`src/rtl/dcache_pass_fifo_if.sv`:
```
// AXI3 read (AR/R) and write (AW/W/B) channel bundles used by the uncached D-side path.
// BUS_WIDTH is the data bus width in bytes.
interface axi3_rd_if #(
  parameter int unsigned BUS_WIDTH = 4
);
  localparam int unsigned DW = BUS_WIDTH * 8;

  logic [3:0]    arid;
  logic [31:0]   araddr;
  logic [3:0]    arlen;
  logic [2:0]    arsize;
  logic [1:0]    arburst;
  logic [1:0]    arlock;
  logic [3:0]    arcache;
  logic [2:0]    arprot;
  logic          arvalid;
  logic          arready;
  logic [3:0]    rid;
  logic [DW-1:0] rdata;
  logic [1:0]    rresp;
  logic          rlast;
  logic          rvalid;
  logic          rready;

  modport master (
    output arid, araddr, arlen, arsize, arburst, arlock, arcache, arprot, arvalid,
    input  arready,
    input  rid, rdata, rresp, rlast, rvalid,
    output rready
  );

  modport slave (
    input  arid, araddr, arlen, arsize, arburst, arlock, arcache, arprot, arvalid,
    output arready,
    output rid, rdata, rresp, rlast, rvalid,
    input  rready
  );
endinterface

interface axi3_wr_if #(
  parameter int unsigned BUS_WIDTH = 4
);
  localparam int unsigned DW = BUS_WIDTH * 8;

  logic [3:0]           awid;
  logic [31:0]          awaddr;
  logic [3:0]           awlen;
  logic [2:0]           awsize;
  logic [1:0]           awburst;
  logic [1:0]           awlock;
  logic [3:0]           awcache;
  logic [2:0]           awprot;
  logic                 awvalid;
  logic                 awready;
  logic [3:0]           wid;
  logic [DW-1:0]        wdata;
  logic [BUS_WIDTH-1:0] wstrb;
  logic                 wlast;
  logic                 wvalid;
  logic                 wready;
  logic [3:0]           bid;
  logic [1:0]           bresp;
  logic                 bvalid;
  logic                 bready;

  modport master (
    output awid, awaddr, awlen, awsize, awburst, awlock, awcache, awprot, awvalid,
    input  awready,
    output wid, wdata, wstrb, wlast, wvalid,
    input  wready,
    input  bid, bresp, bvalid,
    output bready
  );

  modport slave (
    input  awid, awaddr, awlen, awsize, awburst, awlock, awcache, awprot, awvalid,
    output awready,
    input  wid, wdata, wstrb, wlast, wvalid,
    output wready,
    output bid, bresp, bvalid,
    input  bready
  );
endinterface

```
`src/rtl/dcache_pass_fifo.sv`:
```
// Uncached D-side pass-through queue: in-order FIFO of load/store lines, each issued as one
// single-beat AXI3 access. Define DCACHE_PASS_RLINE_REG_EN to register the rline output.
module dcache_pass_fifo #(
  parameter int unsigned DATA_WIDTH = 32,
  parameter int unsigned ARID       = 2,
  parameter int unsigned AWID       = 2,
  parameter int unsigned DATA_DEPTH = 8,
  localparam int unsigned LINE_W    = 1 + DATA_WIDTH / 8 + 32 - $clog2(DATA_WIDTH / 8) + DATA_WIDTH
) (
  input  logic              clk,
  input  logic              rst,
  input  logic [LINE_W-1:0] pline,
  input  logic              push,
  output logic              full,
  output logic [LINE_W-1:0] rline,
  axi3_rd_if.master         axi3_rd,
  axi3_wr_if.master         axi3_wr
);

  localparam int unsigned BE_W    = DATA_WIDTH / 8;
  localparam int unsigned OFF_W   = $clog2(BE_W);
  localparam int unsigned LABEL_W = 32 - OFF_W;
  localparam int unsigned PTR_W   = $clog2(DATA_DEPTH);
  localparam int unsigned CNT_W   = PTR_W + 1;

  typedef struct packed {
    logic                  ls_type;
    logic [BE_W-1:0]       be;
    logic [LABEL_W-1:0]    label;
    logic [DATA_WIDTH-1:0] data;
  } line_t;

  typedef enum logic [2:0] {
    ST_IDLE,
    ST_AR,
    ST_R,
    ST_AW,
    ST_W,
    ST_B
  } state_t;

  line_t            fifo_mem [DATA_DEPTH];
  logic [PTR_W-1:0] wr_ptr;
  logic [PTR_W-1:0] rd_ptr;
  logic [CNT_W-1:0] count;
  state_t           state_q;
  state_t           state_nxt;
  line_t            head;
  logic             empty_c;
  logic             push_ok_c;
  logic             pop_c;
  logic             arvalid_c;
  logic             rready_c;
  logic             awvalid_c;
  logic             wvalid_c;
  logic             bready_c;
  logic [LINE_W-1:0] rline_c;
  logic             unused_c;

  assign head      = fifo_mem[rd_ptr];
  assign empty_c   = (count == '0);
  assign full      = (count == CNT_W'(DATA_DEPTH));
  assign push_ok_c = push && !full;

  // Entry storage carries no reset; only the pointers and count define occupancy.
  always_ff @(posedge clk) begin
    if (push_ok_c) begin
      fifo_mem[wr_ptr] <= line_t'(pline);
    end
  end

  always_ff @(posedge clk or negedge rst) begin
    if (!rst) begin
      wr_ptr  <= '0;
      rd_ptr  <= '0;
      count   <= '0;
      state_q <= ST_IDLE;
    end else begin
      state_q <= state_nxt;
      if (push_ok_c) begin
        wr_ptr <= wr_ptr + PTR_W'(1);
      end
      if (pop_c) begin
        rd_ptr <= rd_ptr + PTR_W'(1);
      end
      unique case ({push_ok_c, pop_c})
        2'b10:   count <= count + CNT_W'(1);
        2'b01:   count <= count - CNT_W'(1);
        default: count <= count;
      endcase
    end
  end

  // Head sequencer: one outstanding access; the entry retires only on its R or B handshake.
  always_comb begin
    state_nxt = state_q;
    arvalid_c = 1'b0;
    rready_c  = 1'b0;
    awvalid_c = 1'b0;
    wvalid_c  = 1'b0;
    bready_c  = 1'b0;
    pop_c     = 1'b0;
    rline_c   = '0;
    unique case (state_q)
      ST_IDLE: begin
        if (!empty_c) begin
          state_nxt = head.ls_type ? ST_AR : ST_AW;
        end
      end
      ST_AR: begin
        arvalid_c = 1'b1;
        if (axi3_rd.arready) begin
          state_nxt = ST_R;
        end
      end
      ST_R: begin
        rready_c = 1'b1;
        if (axi3_rd.rvalid) begin
          pop_c     = 1'b1;
          rline_c   = {1'b1, head.be, head.label, DATA_WIDTH'(axi3_rd.rdata)};
          state_nxt = ST_IDLE;
        end
      end
      ST_AW: begin
        awvalid_c = 1'b1;
        if (axi3_wr.awready) begin
          state_nxt = ST_W;
        end
      end
      ST_W: begin
        wvalid_c = 1'b1;
        if (axi3_wr.wready) begin
          state_nxt = ST_B;
        end
      end
      ST_B: begin
        bready_c = 1'b1;
        if (axi3_wr.bvalid) begin
          pop_c     = 1'b1;
          state_nxt = ST_IDLE;
        end
      end
      default: state_nxt = ST_IDLE;
    endcase
  end

`ifdef DCACHE_PASS_RLINE_REG_EN
  logic [LINE_W-1:0] rline_q;

  always_ff @(posedge clk or negedge rst) begin
    if (!rst) begin
      rline_q <= '0;
    end else begin
      rline_q <= rline_c;
    end
  end

  assign rline = rline_q;
`else
  assign rline = rline_c;
`endif

  // Read channel: single-beat INCR word access at the head's label.
  assign axi3_rd.arid    = 4'(ARID);
  assign axi3_rd.araddr  = {head.label, {OFF_W{1'b0}}};
  assign axi3_rd.arlen   = 4'd0;
  assign axi3_rd.arsize  = 3'(OFF_W);
  assign axi3_rd.arburst = 2'b01;
  assign axi3_rd.arlock  = 2'b00;
  assign axi3_rd.arcache = 4'd0;
  assign axi3_rd.arprot  = 3'd0;
  assign axi3_rd.arvalid = arvalid_c;
  assign axi3_rd.rready  = rready_c;

  // Write channel: same attributes, one beat carrying the head's data and byte enables.
  assign axi3_wr.awid    = 4'(AWID);
  assign axi3_wr.awaddr  = {head.label, {OFF_W{1'b0}}};
  assign axi3_wr.awlen   = 4'd0;
  assign axi3_wr.awsize  = 3'(OFF_W);
  assign axi3_wr.awburst = 2'b01;
  assign axi3_wr.awlock  = 2'b00;
  assign axi3_wr.awcache = 4'd0;
  assign axi3_wr.awprot  = 3'd0;
  assign axi3_wr.awvalid = awvalid_c;
  assign axi3_wr.wid     = 4'(AWID);
  assign axi3_wr.wdata   = head.data;
  assign axi3_wr.wstrb   = head.be;
  assign axi3_wr.wlast   = wvalid_c;
  assign axi3_wr.wvalid  = wvalid_c;
  assign axi3_wr.bready  = bready_c;

  // Response IDs, codes and rlast carry no information for single-beat in-order traffic.
  assign unused_c = ^{axi3_rd.rid, axi3_rd.rresp, axi3_rd.rlast, axi3_wr.bid, axi3_wr.bresp};

endmodule

```
`src/flat_wrapper.sv`:
```
// flat-port wrapper written by rule: the top's interface ports become plain ports
module dcache_pass_fifo_flat 
#(
  parameter int unsigned DATA_WIDTH = 32,
  parameter int unsigned ARID       = 2,
  parameter int unsigned AWID       = 2,
  parameter int unsigned DATA_DEPTH = 8,
  localparam int unsigned LINE_W    = 1 + DATA_WIDTH / 8 + 32 - $clog2(DATA_WIDTH / 8) + DATA_WIDTH
)
  (clk, rst, pline, push, full, rline, axi3_rd_arid, axi3_rd_araddr, axi3_rd_arlen, axi3_rd_arsize, axi3_rd_arburst, axi3_rd_arlock, axi3_rd_arcache, axi3_rd_arprot, axi3_rd_arvalid, axi3_rd_arready, axi3_rd_rid, axi3_rd_rdata, axi3_rd_rresp, axi3_rd_rlast, axi3_rd_rvalid, axi3_rd_rready, axi3_wr_awid, axi3_wr_awaddr, axi3_wr_awlen, axi3_wr_awsize, axi3_wr_awburst, axi3_wr_awlock, axi3_wr_awcache, axi3_wr_awprot, axi3_wr_awvalid, axi3_wr_awready, axi3_wr_wid, axi3_wr_wdata, axi3_wr_wstrb, axi3_wr_wlast, axi3_wr_wvalid, axi3_wr_wready, axi3_wr_bid, axi3_wr_bresp, axi3_wr_bvalid, axi3_wr_bready);
  axi3_rd_if #(.BUS_WIDTH(4)) axi3_rd_i ();
  axi3_wr_if #(.BUS_WIDTH(4)) axi3_wr_i ();
  input  logic clk;
  input  logic rst;
  input  logic [LINE_W-1:0] pline;
  input  logic push;
  output logic full;
  output logic [LINE_W-1:0] rline;
  output wire logic [$bits(axi3_rd_i.arid)-1:0] axi3_rd_arid;
  output wire logic [$bits(axi3_rd_i.araddr)-1:0] axi3_rd_araddr;
  output wire logic [$bits(axi3_rd_i.arlen)-1:0] axi3_rd_arlen;
  output wire logic [$bits(axi3_rd_i.arsize)-1:0] axi3_rd_arsize;
  output wire logic [$bits(axi3_rd_i.arburst)-1:0] axi3_rd_arburst;
  output wire logic [$bits(axi3_rd_i.arlock)-1:0] axi3_rd_arlock;
  output wire logic [$bits(axi3_rd_i.arcache)-1:0] axi3_rd_arcache;
  output wire logic [$bits(axi3_rd_i.arprot)-1:0] axi3_rd_arprot;
  output wire logic [$bits(axi3_rd_i.arvalid)-1:0] axi3_rd_arvalid;
  input wire logic [$bits(axi3_rd_i.arready)-1:0] axi3_rd_arready;
  input wire logic [$bits(axi3_rd_i.rid)-1:0] axi3_rd_rid;
  input wire logic [$bits(axi3_rd_i.rdata)-1:0] axi3_rd_rdata;
  input wire logic [$bits(axi3_rd_i.rresp)-1:0] axi3_rd_rresp;
  input wire logic [$bits(axi3_rd_i.rlast)-1:0] axi3_rd_rlast;
  input wire logic [$bits(axi3_rd_i.rvalid)-1:0] axi3_rd_rvalid;
  output wire logic [$bits(axi3_rd_i.rready)-1:0] axi3_rd_rready;
  output wire logic [$bits(axi3_wr_i.awid)-1:0] axi3_wr_awid;
  output wire logic [$bits(axi3_wr_i.awaddr)-1:0] axi3_wr_awaddr;
  output wire logic [$bits(axi3_wr_i.awlen)-1:0] axi3_wr_awlen;
  output wire logic [$bits(axi3_wr_i.awsize)-1:0] axi3_wr_awsize;
  output wire logic [$bits(axi3_wr_i.awburst)-1:0] axi3_wr_awburst;
  output wire logic [$bits(axi3_wr_i.awlock)-1:0] axi3_wr_awlock;
  output wire logic [$bits(axi3_wr_i.awcache)-1:0] axi3_wr_awcache;
  output wire logic [$bits(axi3_wr_i.awprot)-1:0] axi3_wr_awprot;
  output wire logic [$bits(axi3_wr_i.awvalid)-1:0] axi3_wr_awvalid;
  input wire logic [$bits(axi3_wr_i.awready)-1:0] axi3_wr_awready;
  output wire logic [$bits(axi3_wr_i.wid)-1:0] axi3_wr_wid;
  output wire logic [$bits(axi3_wr_i.wdata)-1:0] axi3_wr_wdata;
  output wire logic [$bits(axi3_wr_i.wstrb)-1:0] axi3_wr_wstrb;
  output wire logic [$bits(axi3_wr_i.wlast)-1:0] axi3_wr_wlast;
  output wire logic [$bits(axi3_wr_i.wvalid)-1:0] axi3_wr_wvalid;
  input wire logic [$bits(axi3_wr_i.wready)-1:0] axi3_wr_wready;
  input wire logic [$bits(axi3_wr_i.bid)-1:0] axi3_wr_bid;
  input wire logic [$bits(axi3_wr_i.bresp)-1:0] axi3_wr_bresp;
  input wire logic [$bits(axi3_wr_i.bvalid)-1:0] axi3_wr_bvalid;
  output wire logic [$bits(axi3_wr_i.bready)-1:0] axi3_wr_bready;
  assign axi3_rd_arid = axi3_rd_i.arid;
  assign axi3_rd_araddr = axi3_rd_i.araddr;
  assign axi3_rd_arlen = axi3_rd_i.arlen;
  assign axi3_rd_arsize = axi3_rd_i.arsize;
  assign axi3_rd_arburst = axi3_rd_i.arburst;
  assign axi3_rd_arlock = axi3_rd_i.arlock;
  assign axi3_rd_arcache = axi3_rd_i.arcache;
  assign axi3_rd_arprot = axi3_rd_i.arprot;
  assign axi3_rd_arvalid = axi3_rd_i.arvalid;
  assign axi3_rd_i.arready = axi3_rd_arready;
  assign axi3_rd_i.rid = axi3_rd_rid;
  assign axi3_rd_i.rdata = axi3_rd_rdata;
  assign axi3_rd_i.rresp = axi3_rd_rresp;
  assign axi3_rd_i.rlast = axi3_rd_rlast;
  assign axi3_rd_i.rvalid = axi3_rd_rvalid;
  assign axi3_rd_rready = axi3_rd_i.rready;
  assign axi3_wr_awid = axi3_wr_i.awid;
  assign axi3_wr_awaddr = axi3_wr_i.awaddr;
  assign axi3_wr_awlen = axi3_wr_i.awlen;
  assign axi3_wr_awsize = axi3_wr_i.awsize;
  assign axi3_wr_awburst = axi3_wr_i.awburst;
  assign axi3_wr_awlock = axi3_wr_i.awlock;
  assign axi3_wr_awcache = axi3_wr_i.awcache;
  assign axi3_wr_awprot = axi3_wr_i.awprot;
  assign axi3_wr_awvalid = axi3_wr_i.awvalid;
  assign axi3_wr_i.awready = axi3_wr_awready;
  assign axi3_wr_wid = axi3_wr_i.wid;
  assign axi3_wr_wdata = axi3_wr_i.wdata;
  assign axi3_wr_wstrb = axi3_wr_i.wstrb;
  assign axi3_wr_wlast = axi3_wr_i.wlast;
  assign axi3_wr_wvalid = axi3_wr_i.wvalid;
  assign axi3_wr_i.wready = axi3_wr_wready;
  assign axi3_wr_i.bid = axi3_wr_bid;
  assign axi3_wr_i.bresp = axi3_wr_bresp;
  assign axi3_wr_i.bvalid = axi3_wr_bvalid;
  assign axi3_wr_bready = axi3_wr_i.bready;
  dcache_pass_fifo #(.DATA_WIDTH(DATA_WIDTH), .ARID(ARID), .AWID(AWID), .DATA_DEPTH(DATA_DEPTH)) u_core (.clk(clk), .rst(rst), .pline(pline), .push(push), .full(full), .rline(rline), .axi3_rd(axi3_rd_i), .axi3_wr(axi3_wr_i));
endmodule
```
`config.mk`:
```
export PLATFORM = sky130hd
export DESIGN_NAME = dcache_pass_fifo_flat
export DESIGN_NICKNAME = d
export VERILOG_FILES = /design/src/rtl/dcache_pass_fifo_if.sv /design/src/rtl/dcache_pass_fifo.sv /design/src/flat_wrapper.sv
export SDC_FILE = /design/constraint.sdc
export NUM_CORES = 1
export LEC_CHECK = 0
export ABC_AREA = 0
export CORE_MARGIN = 2
export CORE_UTILIZATION = 23
export CTS_BUF_LIST = sky130_fd_sc_hd__clkbuf_2 sky130_fd_sc_hd__clkbuf_4 sky130_fd_sc_hd__clkbuf_8
export DETAILED_ROUTE_END_ITERATION = 10
export PLACE_DENSITY = 0.46
export REMOVE_ABC_BUFFERS = 1
export SYNTH_ARGS = -nofsm -noshare
export SYNTH_HDL_FRONTEND = slang
export SYNTH_SLANG_ARGS = --single-unit
```
`constraint.sdc`:
```
create_clock -name clk -period 8.1 [get_ports clk]
set_input_delay 1.62 -clock clk [delete_from_list [all_inputs] [get_ports clk]]
set_output_delay 1.62 -clock clk [all_outputs]
set_load 0.02 [all_outputs]
```
# Word-level counts from Yosys, hierarchy flattened
# Memories as Yosys holds them, arrays and structs flattened.
# Cells that the tools add are included.
word_totals:
  register_bits: 13
  latch_bits: 0
  ram_bits: 536
  mem_bits_ro: 0
  in_bits: 120
  out_inout_bits: 222
  word_cells: 50
  memories: 1
classes:
  addsub: 4
  n_mul: 0
  div: 0
  order_cmp: 0
  eq_ne: 14
  shifts: 0
  n_mux: 21
  bitwise: 0
  reduce_logical: 6
memory_table:
  columns: ["name", "depth", "word_bits", "read_ports", "rd_ports_with_merged_regs", "write_ports", "line", "rtl"]
  rows:
  - ["u_core.fifo_mem", 8, 67, 1, 0, 1, "dcache_pass_fifo.sv:42", "line_t fifo_mem [DATA_DEPTH];"]
op_table:
  columns: ["op", "count"]
  rows:
  - ["two-way mux 67 bit", 2]
  - ["two-way mux 3 bit", 6]
  - ["case mux 3 bit (6 select lines)", 1]
  - ["!= test 2 bit, second input constant", 6]
  - ["two-way mux 1 bit", 9]
  - ["case mux 4 bit (2 select lines)", 1]
  - ["adder 3 x 1 -> 3 bit, second input constant", 2]
  - ["== test 3 x 2 -> 1 bit, second input constant", 2]
  - ["== test 3 bit, second input constant", 2]
  - ["AND reduction 6 bit", 1]
  - ["adder 4 x 1 -> 4 bit, second input constant", 1]
  - ["== test 4 bit, second input constant", 1]
  - ["zero test 4 bit", 1]
  - ["subtractor 4 x 1 -> 4 bit, second input constant", 1]
  - ["== test 3 x 1 -> 1 bit, second input constant", 1]
  - ["zero test 3 bit", 1]
  - ["== test 2 x 1 -> 1 bit, second input constant", 1]
  - ["== test 2 bit, second input constant", 1]
  - ["two-way mux 2 bit", 1]
  - ["case mux 1 bit (2 select lines)", 1]
  - ["nonzero test 2 bit", 1]
  - ["logical AND 1 bit", 1]
  - ["zero test 1 bit", 1]

# Longest topological paths before layout
# Gate-level depths: netlist of run 1.
depth:
  ltp_word: 5
  ltp_mapped: 9

# Worst setup path after synthesis of run 1
# No wires, ideal clock.
synth_path:
  path_kind: "input to register"
  startpoint: "input push"
  endpoint: "memory u_core.fifo_mem[2][0] in the netlist's numbering, enable pin"
  setup_time_ns: 0.681
  arrival_ns: 9.050
  setup_slack_ns: -1.630
  path_stages: 3
  cell_sequence: "a21boi_1 -> inv_1 -> nor4b_1"
synth_via:
  elab_chain_cells: 3
synth_rtl:
  columns: ["element", "line", "rtl"]
  rows:
  - ["start, declared", "flat_wrapper.sv:16", "input logic push;"]
  - ["logical AND 1 bit", "dcache_pass_fifo.sv:63", "assign push_ok_c = push && !full;"]
  - ["two-way mux 1 bit", "dcache_pass_fifo.sv:67", "if (push_ok_c) begin"]
  - ["two-way mux 1 bit (not written as such)", "dcache_pass_fifo.sv:68", "fifo_mem[wr_ptr] <= line_t'(pline);"]
  - ["end, declared", "dcache_pass_fifo.sv:42", null]
# No other way between the ends.

# Worst setup path in the final report of run 1
layout_path:
  startpoint: "register u_core.rd_ptr[0]"
  endpoint: "output rline[32]"
layout_via:
  elab_chain_cells: 3
layout_rtl:
  columns: ["element", "line", "rtl"]
  rows:
  - ["start, declared", "dcache_pass_fifo.sv:44", "logic [PTR_W-1:0] rd_ptr;"]
  - ["start signal, assigned", "dcache_pass_fifo.sv:84", "rd_ptr <= rd_ptr + PTR_W'(1);"]
  - ["memory read (8 x 67 bit)", null, null]
  - ["two-way mux 67 bit", "dcache_pass_fifo.sv:118", "if (axi3_rd.rvalid) begin"]
  - ["two-way mux 67 bit", "dcache_pass_fifo.sv:104", "unique case (state_q)"]
  - ["end, declared", "flat_wrapper.sv:18", "output logic [LINE_W-1:0] rline;"]
# No other way between the ends.

==> results of run 1 <==
## power breakdown
part | switching [µW] | leakage [µW] | internal [µW]
Combinational | 1890 | 0.00306 | 1790
Sequential | 279 | 0.00502 | 3580
Clock | 1130 | 0.00102 | 1470
## path summary, 6_finish.rpt
path	start	endpoint	slack (ns)	depth (start not counted)
max	u_core.rd_ptr[0]	rline[32]	2.53	5
min	u_core.count[0]	u_core.count[0]	0.56	1
max reg2reg	u_core.state_q[0]	u_core.count[3]	5.04	7
min reg2reg	u_core.count[0]	u_core.count[0]	0.56	1
max in group asynchronous	rst	u_core.rd_ptr[2]	6.30	1
min in group asynchronous	rst	u_core.count[2]	1.32	1
## layer usage
layer  vias to the layer above  track usage
met5                         -            0
met4                         6      0.03781
met3                        70      0.02986
met2                       349       0.1786
met1                      5608       0.1256
li1                       4743            -
## sequential cells by signal (all words and copies together) (netlist names)
| signal | flops |
|---|---|
| u_core.count | 4 |
| u_core.fifo_mem | 536 |
| u_core.rd_ptr | 3 |
| u_core.state_q | 3 |
| u_core.wr_ptr | 3 |
## logic make-up (layout without fill, tap and decap cells)
family	Yosys count	after routing	share of synthesized area
AND/OR/NAND/NOR	106	106	0.02852
multiplexers	205	205	0.1790
buffers and inverters	142	482	0.04498
adder cells (fa/ha/maj)	6	6	0.003706
other	2	58	0.0003370
XOR/XNOR	6	6	0.002359
AO/OA/AOI/OAI	14	14	0.004155
flip-flops	549	549	0.7369
## through the flow
step | setup WS [ns] | hold slack (ns) | std cells | total power, µW | cell area [µm²]
floorplan | -1.630 | 0.4913 | 948 | 6249 | 21510
global placement | 2.572 | 0.5378 | 2522 | 7687 | 26100
detailed placement | 2.534 | 0.5536 | 2522 | 7728 | 26100
CTS | 2.314 | 0.5589 | 2696 | 10410 | 28070
global route | 2.267 | 0.6015 | 2699 | 10710 | 28080
finish | 2.534 | 0.5599 | 2702 | 10140 | 28080
## Yosys cell counts (all sizes together)
cell type      instances  area (µm²)
xnor2                  3       26.28
dfrtp                 13       325.3
buf                  108       848.3
nor3                   8       40.04
and3b                  1       8.760
nand2                  9       33.78
edfxtp               536       16100
a21boi                 1       7.510
o21ai                  3       15.01
inv                   10       37.54
a21oi                  3       15.01
a31oi                  1       6.260
and2                  67       419.2
clkbuf                23       106.4
or3                    1       6.260
ha                     5       62.56
o2111a                 1       11.26
xor2                   3       26.28
o311ai                 1       8.760
fa                     1       20.02
nor4b                  1       8.760
nor3b                  3       22.52
nand3b                 1       7.510
and4bb                 1       12.51
a21o                   1       7.510
nand3                  1       5.000
nor2                   5       18.77
a311oi                 1       8.760
clkdlybuf4s15          1       10.01
conb                   2       7.510
mux4                 133        3183
mux2                  68       765.7
mux2i                  4       40.04
nand2b                 4       25.02
nor4                   3       18.77
o22ai                  2       12.51
nand4b                 1       8.760
## final cells by class
cell class                      instances  share of cell area
Sequential cell                       549              0.5851
Timing Repair Buffer                  298              0.1047
Multi-Input combinational cell        389              0.1815
Clock buffer                          118             0.05315
Clock inverter                         56             0.01688
Antenna cell                            6           0.0005346
Tap cell                             1276             0.05685
Inverter                               10            0.001337
## worst max-delay path, stage by stage, from the launching register on
cell and delay [ns]:
dfrtp_4 0.83, buf_4 0.70, mux4_1 0.64, mux2_2 0.32, and2_1 0.16, clkdlybuf4s50_1 0.53
==> impl_metrics.prom, run 1 <==
# TYPE chip_impl_metric gauge
chip_impl_metric{name="area_growth_syn_to_layout",unit="%"} 26.04
chip_impl_metric{name="data_required_time_of_the_critical_path",unit="ns"} 6.48
chip_impl_metric{name="gp_routability_congestion",unit=""} 0.6513
chip_impl_metric{name="hpwlAfterDp",unit="µm"} 28840
chip_impl_metric{name="clock_insertion_delay_worst_skew",unit="ns"} 0.72
chip_impl_metric{name="synthesis.yosys.warnings",unit=""} 0
chip_impl_metric{name="fin_skew",unit="ns"} 0.02024
chip_impl_metric{name="cts_sinks",unit=""} 549
chip_impl_metric{name="detail_route.first_pass.iterations",unit=""} 4
chip_impl_metric{name="report.final.hold_viol_count",unit=""} 0
chip_impl_info{name="worstSetupPathType",value="flip-flop to primary output"} 1
chip_impl_metric{name="die-width",unit="µm"} 315.3
chip_impl_info{name="worst_setup_path_start_kind",value="flip-flop"} 1
chip_impl_metric{name="synth.yosys.seq_area_share",unit=""} 0.7369
chip_impl_metric{name="initialDrtViolationCount",unit=""} 552
chip_impl_metric{name="postCtsSetupBuffers",unit=""} 0
chip_impl_metric{name="worst_pin_slew",unit="ns"} 0.9157
chip_impl_metric{name="drv_cap",unit=""} 0
chip_impl_metric{name="setup_viol_count_final",unit=""} 0
chip_impl_metric{name="start_util",unit=""} 0.2314
chip_impl_metric{name="clock_tree.buffer_depth",unit=""} 3
chip_impl_metric{name="layout_worst_path_cycle_share",unit=""} 0.6871
chip_impl_metric{name="port-buffer-count",unit=""} 276
chip_impl_metric{name="worst-path-max-fanout",unit=""} 34
chip_impl_metric{name="design.final.nets",unit=""} 1470
chip_impl_metric{name="worst_slew_margin_rel",unit=""} 0.3896
chip_impl_info{name="worstHoldPathType",value="flip-flop to flip-flop"} 1
chip_impl_metric{name="fp.dieArea",unit="µm²"} 99390
chip_impl_metric{name="drc",unit=""} 0
chip_impl_info{name="commonest_cells_after_routing_fill_and_taps_aside",value="edfxtp_1, clkdlybuf4s50_1, clkbuf_8"} 1
chip_impl_metric{name="grt_pass1_vias",unit=""} 11380
chip_impl_metric{name="cts_buffers",unit=""} 96
chip_impl_metric{name="mappedNetlistArea",unit="µm²"} 22280
chip_impl_metric{name="power_density",unit="nW/µm²"} 361.2
chip_impl_info{name="top_layer",value="met5"} 1
chip_impl_metric{name="finalMaxSlewViolations",unit=""} 0
chip_impl_metric{name="initial_antenna_violation_count",unit=""} 7
chip_impl_metric{name="grt_pass1_wl",unit="µm"} 75400
chip_impl_metric{name="syn-instance-count",unit=""} 1030
chip_impl_metric{name="final_util",unit=""} 0.2917
chip_impl_metric{name="maximum_number_of_pins_on_one_net_before_global_route_repair",unit=""} 74
chip_impl_info{name="status",value="finished, final reports clean"} 1
chip_impl_metric{name="totalNegativeSetupSlack",unit="ns"} 0
chip_impl_info{name="cts-root-buf",value="clkbuf_8"} 1
chip_impl_metric{name="fillCellCount",unit=""} 9456
chip_impl_metric{name="dr_wl_met3",unit="µm"} 3299
chip_impl_metric{name="seqCellArea",unit="µm²"} 16430
chip_impl_metric{name="placement_rows",unit=""} 114
chip_impl_info{name="end_kind",value="primary output"} 1
chip_impl_info{name="tritoncts",value="yes"} 1
chip_impl_metric{name="wire_per_inst",unit="µm"} 19.40
chip_impl_metric{name="grt-ovfl-total",unit=""} 0
chip_impl_metric{name="routed_wl",unit="µm"} 52430
chip_impl_metric{name="number_of_levels_the_h_tree_was_split_into",unit=""} 3
chip_impl_metric{name="cp_data_arrival_time",unit="ns"} 3.95
chip_impl_metric{name="dieHeight",unit="µm"} 315.3
chip_impl_metric{name="gr-usage-all-layers",unit=""} 0.1047
chip_impl_metric{name="vias_per_cell",unit=""} 3.988
chip_impl_metric{name="remaining_number_of_nets_flagged_by_the_antenna_check_after_routing",unit=""} 0
chip_impl_metric{name="layout-drive-gt1-share",unit=""} 0.2310
chip_impl_metric{name="met1_length",unit="µm"} 21530
chip_impl_metric{name="area_taken_by_multi_input_logic_gates",unit="µm²"} 5096
chip_impl_info{name="unrepaired_setup_endpoints_after_global_routing",value="no"} 1
chip_impl_metric{name="cts_repair_resize_count",unit=""} 0
chip_impl_info{name="mostFrequentLayoutCell",value="edfxtp_1"} 1
chip_impl_metric{name="postCtsHoldBufs",unit=""} 0
chip_impl_metric{name="met2RoutedLength",unit="µm"} 26580
chip_impl_metric{name="num_vias",unit=""} 10780
chip_impl_metric{name="post_cts_clock_slew_at_the_launch_and_capture_registers_of_the_worst_setup_and_hold_paths",unit="ns"} 0.06
chip_impl_metric{name="core",unit="µm²"} 96280
chip_impl_metric{name="layout_min_cycle_time",unit="ns"} 5.566
chip_impl_metric{name="yosys.cell_types.count",unit=""} 43
chip_impl_metric{name="fmaxAchievable",unit="MHz"} 179.7
chip_impl_metric{name="power.static_leakage",unit="µW"} 0.009102
chip_impl_metric{name="io-pin-count",unit=""} 342
chip_impl_metric{name="syn_area_per_cell",unit="µm²"} 21.63
chip_impl_metric{name="vdd.ir_drop.worst",unit="µV"} 206.3
chip_impl_metric{name="flop_and_latch_count_out_of_synthesis",unit=""} 549
Note: power is estimated with default switching activity, not from simulation.
==> run 2: changes to the inputs <==
PLACE_DENSITY = 0.45   (was 0.46)
clock period = 5.3 ns   (was 8.1 ns; I/O delays follow)
==> impl_metrics.prom, run 2 (synthesis results as in run 1) <==
# TYPE chip_impl_metric gauge
chip_impl_metric{name="drv_cap",unit=""} 0
chip_impl_metric{name="data_required_time_of_the_critical_path",unit="ns"} 4.24
chip_impl_info{name="end_kind",value="primary output"} 1
chip_impl_metric{name="fillCellCount",unit=""} 9505
chip_impl_metric{name="seqCellArea",unit="µm²"} 16430
chip_impl_metric{name="design.final.nets",unit=""} 1476
chip_impl_info{name="worstHoldPathType",value="flip-flop to flip-flop"} 1
chip_impl_metric{name="postCtsSetupBuffers",unit=""} 0
chip_impl_metric{name="gp_routability_congestion",unit=""} 0.6691
chip_impl_metric{name="power_density",unit="nW/µm²"} 547.9
chip_impl_info{name="grt-busiest-layer",value="met2"} 1
chip_impl_info{name="worst_setup_path_start_kind",value="flip-flop"} 1
chip_impl_info{name="worstSetupPathType",value="flip-flop to primary output"} 1
chip_impl_metric{name="routed_wl",unit="µm"} 52520
chip_impl_metric{name="report.power.total",unit="µW"} 15410
chip_impl_metric{name="fp.dieArea",unit="µm²"} 99390
chip_impl_metric{name="port-buffer-count",unit=""} 276
chip_impl_metric{name="post_cts_clock_slew_at_the_launch_and_capture_registers_of_the_worst_setup_and_hold_paths",unit="ns"} 0.06
chip_impl_metric{name="flip_flop_count_of_the_largest_register_after_layout",unit=""} 536
chip_impl_metric{name="power.static_leakage",unit="µW"} 0.009129
chip_impl_metric{name="gr_met3_demand_resource",unit=""} 0.03105
chip_impl_info{name="mostFrequentLayoutCell",value="edfxtp_1"} 1
chip_impl_metric{name="drc",unit=""} 0
chip_impl_info{name="cts-root-buf",value="clkbuf_8"} 1
chip_impl_metric{name="worst-path-max-fanout",unit=""} 42
chip_impl_metric{name="placement_rows",unit=""} 114
chip_impl_metric{name="vdd.ir_drop.worst",unit="µV"} 340.5
chip_impl_metric{name="detail_route.first_pass.iterations",unit=""} 4
chip_impl_metric{name="maximum_number_of_pins_on_one_net_before_global_route_repair",unit=""} 46
chip_impl_info{name="commonest_cells_after_routing_fill_and_taps_aside",value="edfxtp_1, clkdlybuf4s50_1, clkbuf_8"} 1
chip_impl_metric{name="fin_skew",unit="ns"} 0.04240
chip_impl_metric{name="cts_repair_resize_count",unit=""} 0
chip_impl_metric{name="start_util",unit=""} 0.2314
chip_impl_metric{name="die-width",unit="µm"} 315.3
chip_impl_metric{name="post_dp_cell_area",unit="µm²"} 26280
chip_impl_info{name="tritoncts",value="yes"} 1
chip_impl_metric{name="postCtsHoldBufs",unit=""} 0
chip_impl_info{name="status",value="finished, final reports clean"} 1
chip_impl_metric{name="cp_data_arrival_time",unit="ns"} 3.53
chip_impl_info{name="top_regs",value="u_core.fifo_mem x536, u_core.count x4"} 1
chip_impl_metric{name="report.final.hold_viol_count",unit=""} 0
chip_impl_metric{name="grtUsageMet2",unit=""} 0.1781
chip_impl_metric{name="layout_worst_path_cycle_share",unit=""} 0.8659
chip_impl_metric{name="number_of_levels_the_h_tree_was_split_into",unit=""} 3
chip_impl_info{name="largest_register",value="u_core.fifo_mem"} 1
chip_impl_metric{name="whs",unit="ns"} 0.5521
chip_impl_metric{name="hpwlAfterDp",unit="µm"} 29890
chip_impl_metric{name="grt-ovfl-total",unit=""} 0
chip_impl_metric{name="layout-drive-gt1-share",unit=""} 0.2412
chip_impl_metric{name="grt_pass1_vias",unit=""} 11610
chip_impl_metric{name="fin_ws",unit="ns"} 0.7108
chip_impl_metric{name="grt.met1_usage",unit=""} 0.1274
chip_impl_metric{name="initial_antenna_violation_count",unit=""} 7
chip_impl_metric{name="remaining_number_of_nets_flagged_by_the_antenna_check_after_routing",unit=""} 0
chip_impl_metric{name="cts_sinks",unit=""} 549
chip_impl_metric{name="post-place-ws",unit="ns"} 0.8864
chip_impl_info{name="unrepaired_setup_endpoints_after_global_routing",value="no"} 1
chip_impl_metric{name="clock_tree.buffer_depth",unit=""} 3
chip_impl_metric{name="dieHeight",unit="µm"} 315.3
chip_impl_metric{name="worst_slew_margin_rel",unit=""} 0.5118
chip_impl_metric{name="setup_viol_count_final",unit=""} 0
chip_impl_metric{name="vias_per_cell",unit=""} 4.002
chip_impl_metric{name="area_taken_by_multi_input_logic_gates",unit="µm²"} 5096
chip_impl_metric{name="io-pin-count",unit=""} 342
chip_impl_metric{name="wire_per_inst",unit="µm"} 19.49
chip_impl_metric{name="grt_pass1_wl",unit="µm"} 75640
chip_impl_metric{name="num_vias",unit=""} 10790
chip_impl_metric{name="worst_pin_slew",unit="ns"} 0.7323
chip_impl_metric{name="layout_min_cycle_time",unit="ns"} 4.589
chip_impl_metric{name="finalInstanceArea",unit="µm²"} 28130
chip_impl_metric{name="fmaxAchievable",unit="MHz"} 217.9
chip_impl_metric{name="initialDrtViolationCount",unit=""} 613
chip_impl_metric{name="gr-usage-all-layers",unit=""} 0.1048
chip_impl_metric{name="cts_buffers",unit=""} 95
chip_impl_metric{name="area_growth_syn_to_layout",unit="%"} 26.22
chip_impl_metric{name="clock_insertion_delay_worst_skew",unit="ns"} 0.72
chip_impl_metric{name="core",unit="µm²"} 96280
chip_impl_metric{name="finalMaxSlewViolations",unit=""} 0
run 2: layout make-up:
| cell class | count | share of cell area |
|---|---|---|
| Timing Repair Buffer | 305 | 0.1109 |
| Clock buffer | 123 | 0.05418 |
| Sequential cell | 549 | 0.5842 |
| Tap cell | 1276 | 0.05676 |
| Clock inverter | 42 | 0.01134 |
| Antenna cell | 1 | 0.00008897 |
| Inverter | 10 | 0.001335 |
| Multi-Input combinational cell | 389 | 0.1812 |
run 2: through the flow:
step,TNS (ns),instances,util
2_1_floorplan,-1202.67,948,-
3_3_place_gp,0,2529,0.2730
3_5_place_dp,0,2529,0.2730
4_1_cts,0,2694,0.2921
5_1_grt,0,2695,0.2921
6_report,0,2695,0.2921
run 2: report_power, final:
group / internal (µW) / leakage (µW) / switching (µW) / total (µW)
clock network: 2040 / 0.000976 / 1720 / 3760
registers: 5470 / 0.00502 / 346 / 5820
logic: 2840 / 0.00313 / 2990 / 5830
run 2: path summary, 6_finish.rpt:
path | startpoint | end | slack, ns | cells after the start
setup / recovery | u_core.rd_ptr[0] | axi3_wr_wdata[16] | 0.71 | 5
hold / removal | u_core.count[0] | u_core.count[0] | 0.55 | 1
setup reg to reg | u_core.state_q[2] | u_core.count[3] | 2.07 | 8
hold reg to reg | u_core.count[0] | u_core.count[0] | 0.55 | 1
max in group asynchronous | rst | u_core.rd_ptr[2] | 4.03 | 1
min in group asynchronous | rst | u_core.state_q[0] | 0.77 | 1
run 2: routing by layer:
metal	wire length [µm]	vias to the layer above	share of wire
li1	-	4737	-
met1	21990	5598	0.42
met2	26030	355	0.50
met3	3267	85	0.062
met4	1179	10	0.022
met5	58	-	0.0011
run 2: critical path, cell delays in order (launching register included):
cell	delay (ns)
dfrtp_4	0.72
buf_12	0.39
buf_12	0.26
mux4_2	0.53
mux2_2	0.31
clkdlybuf4s50_1	0.55
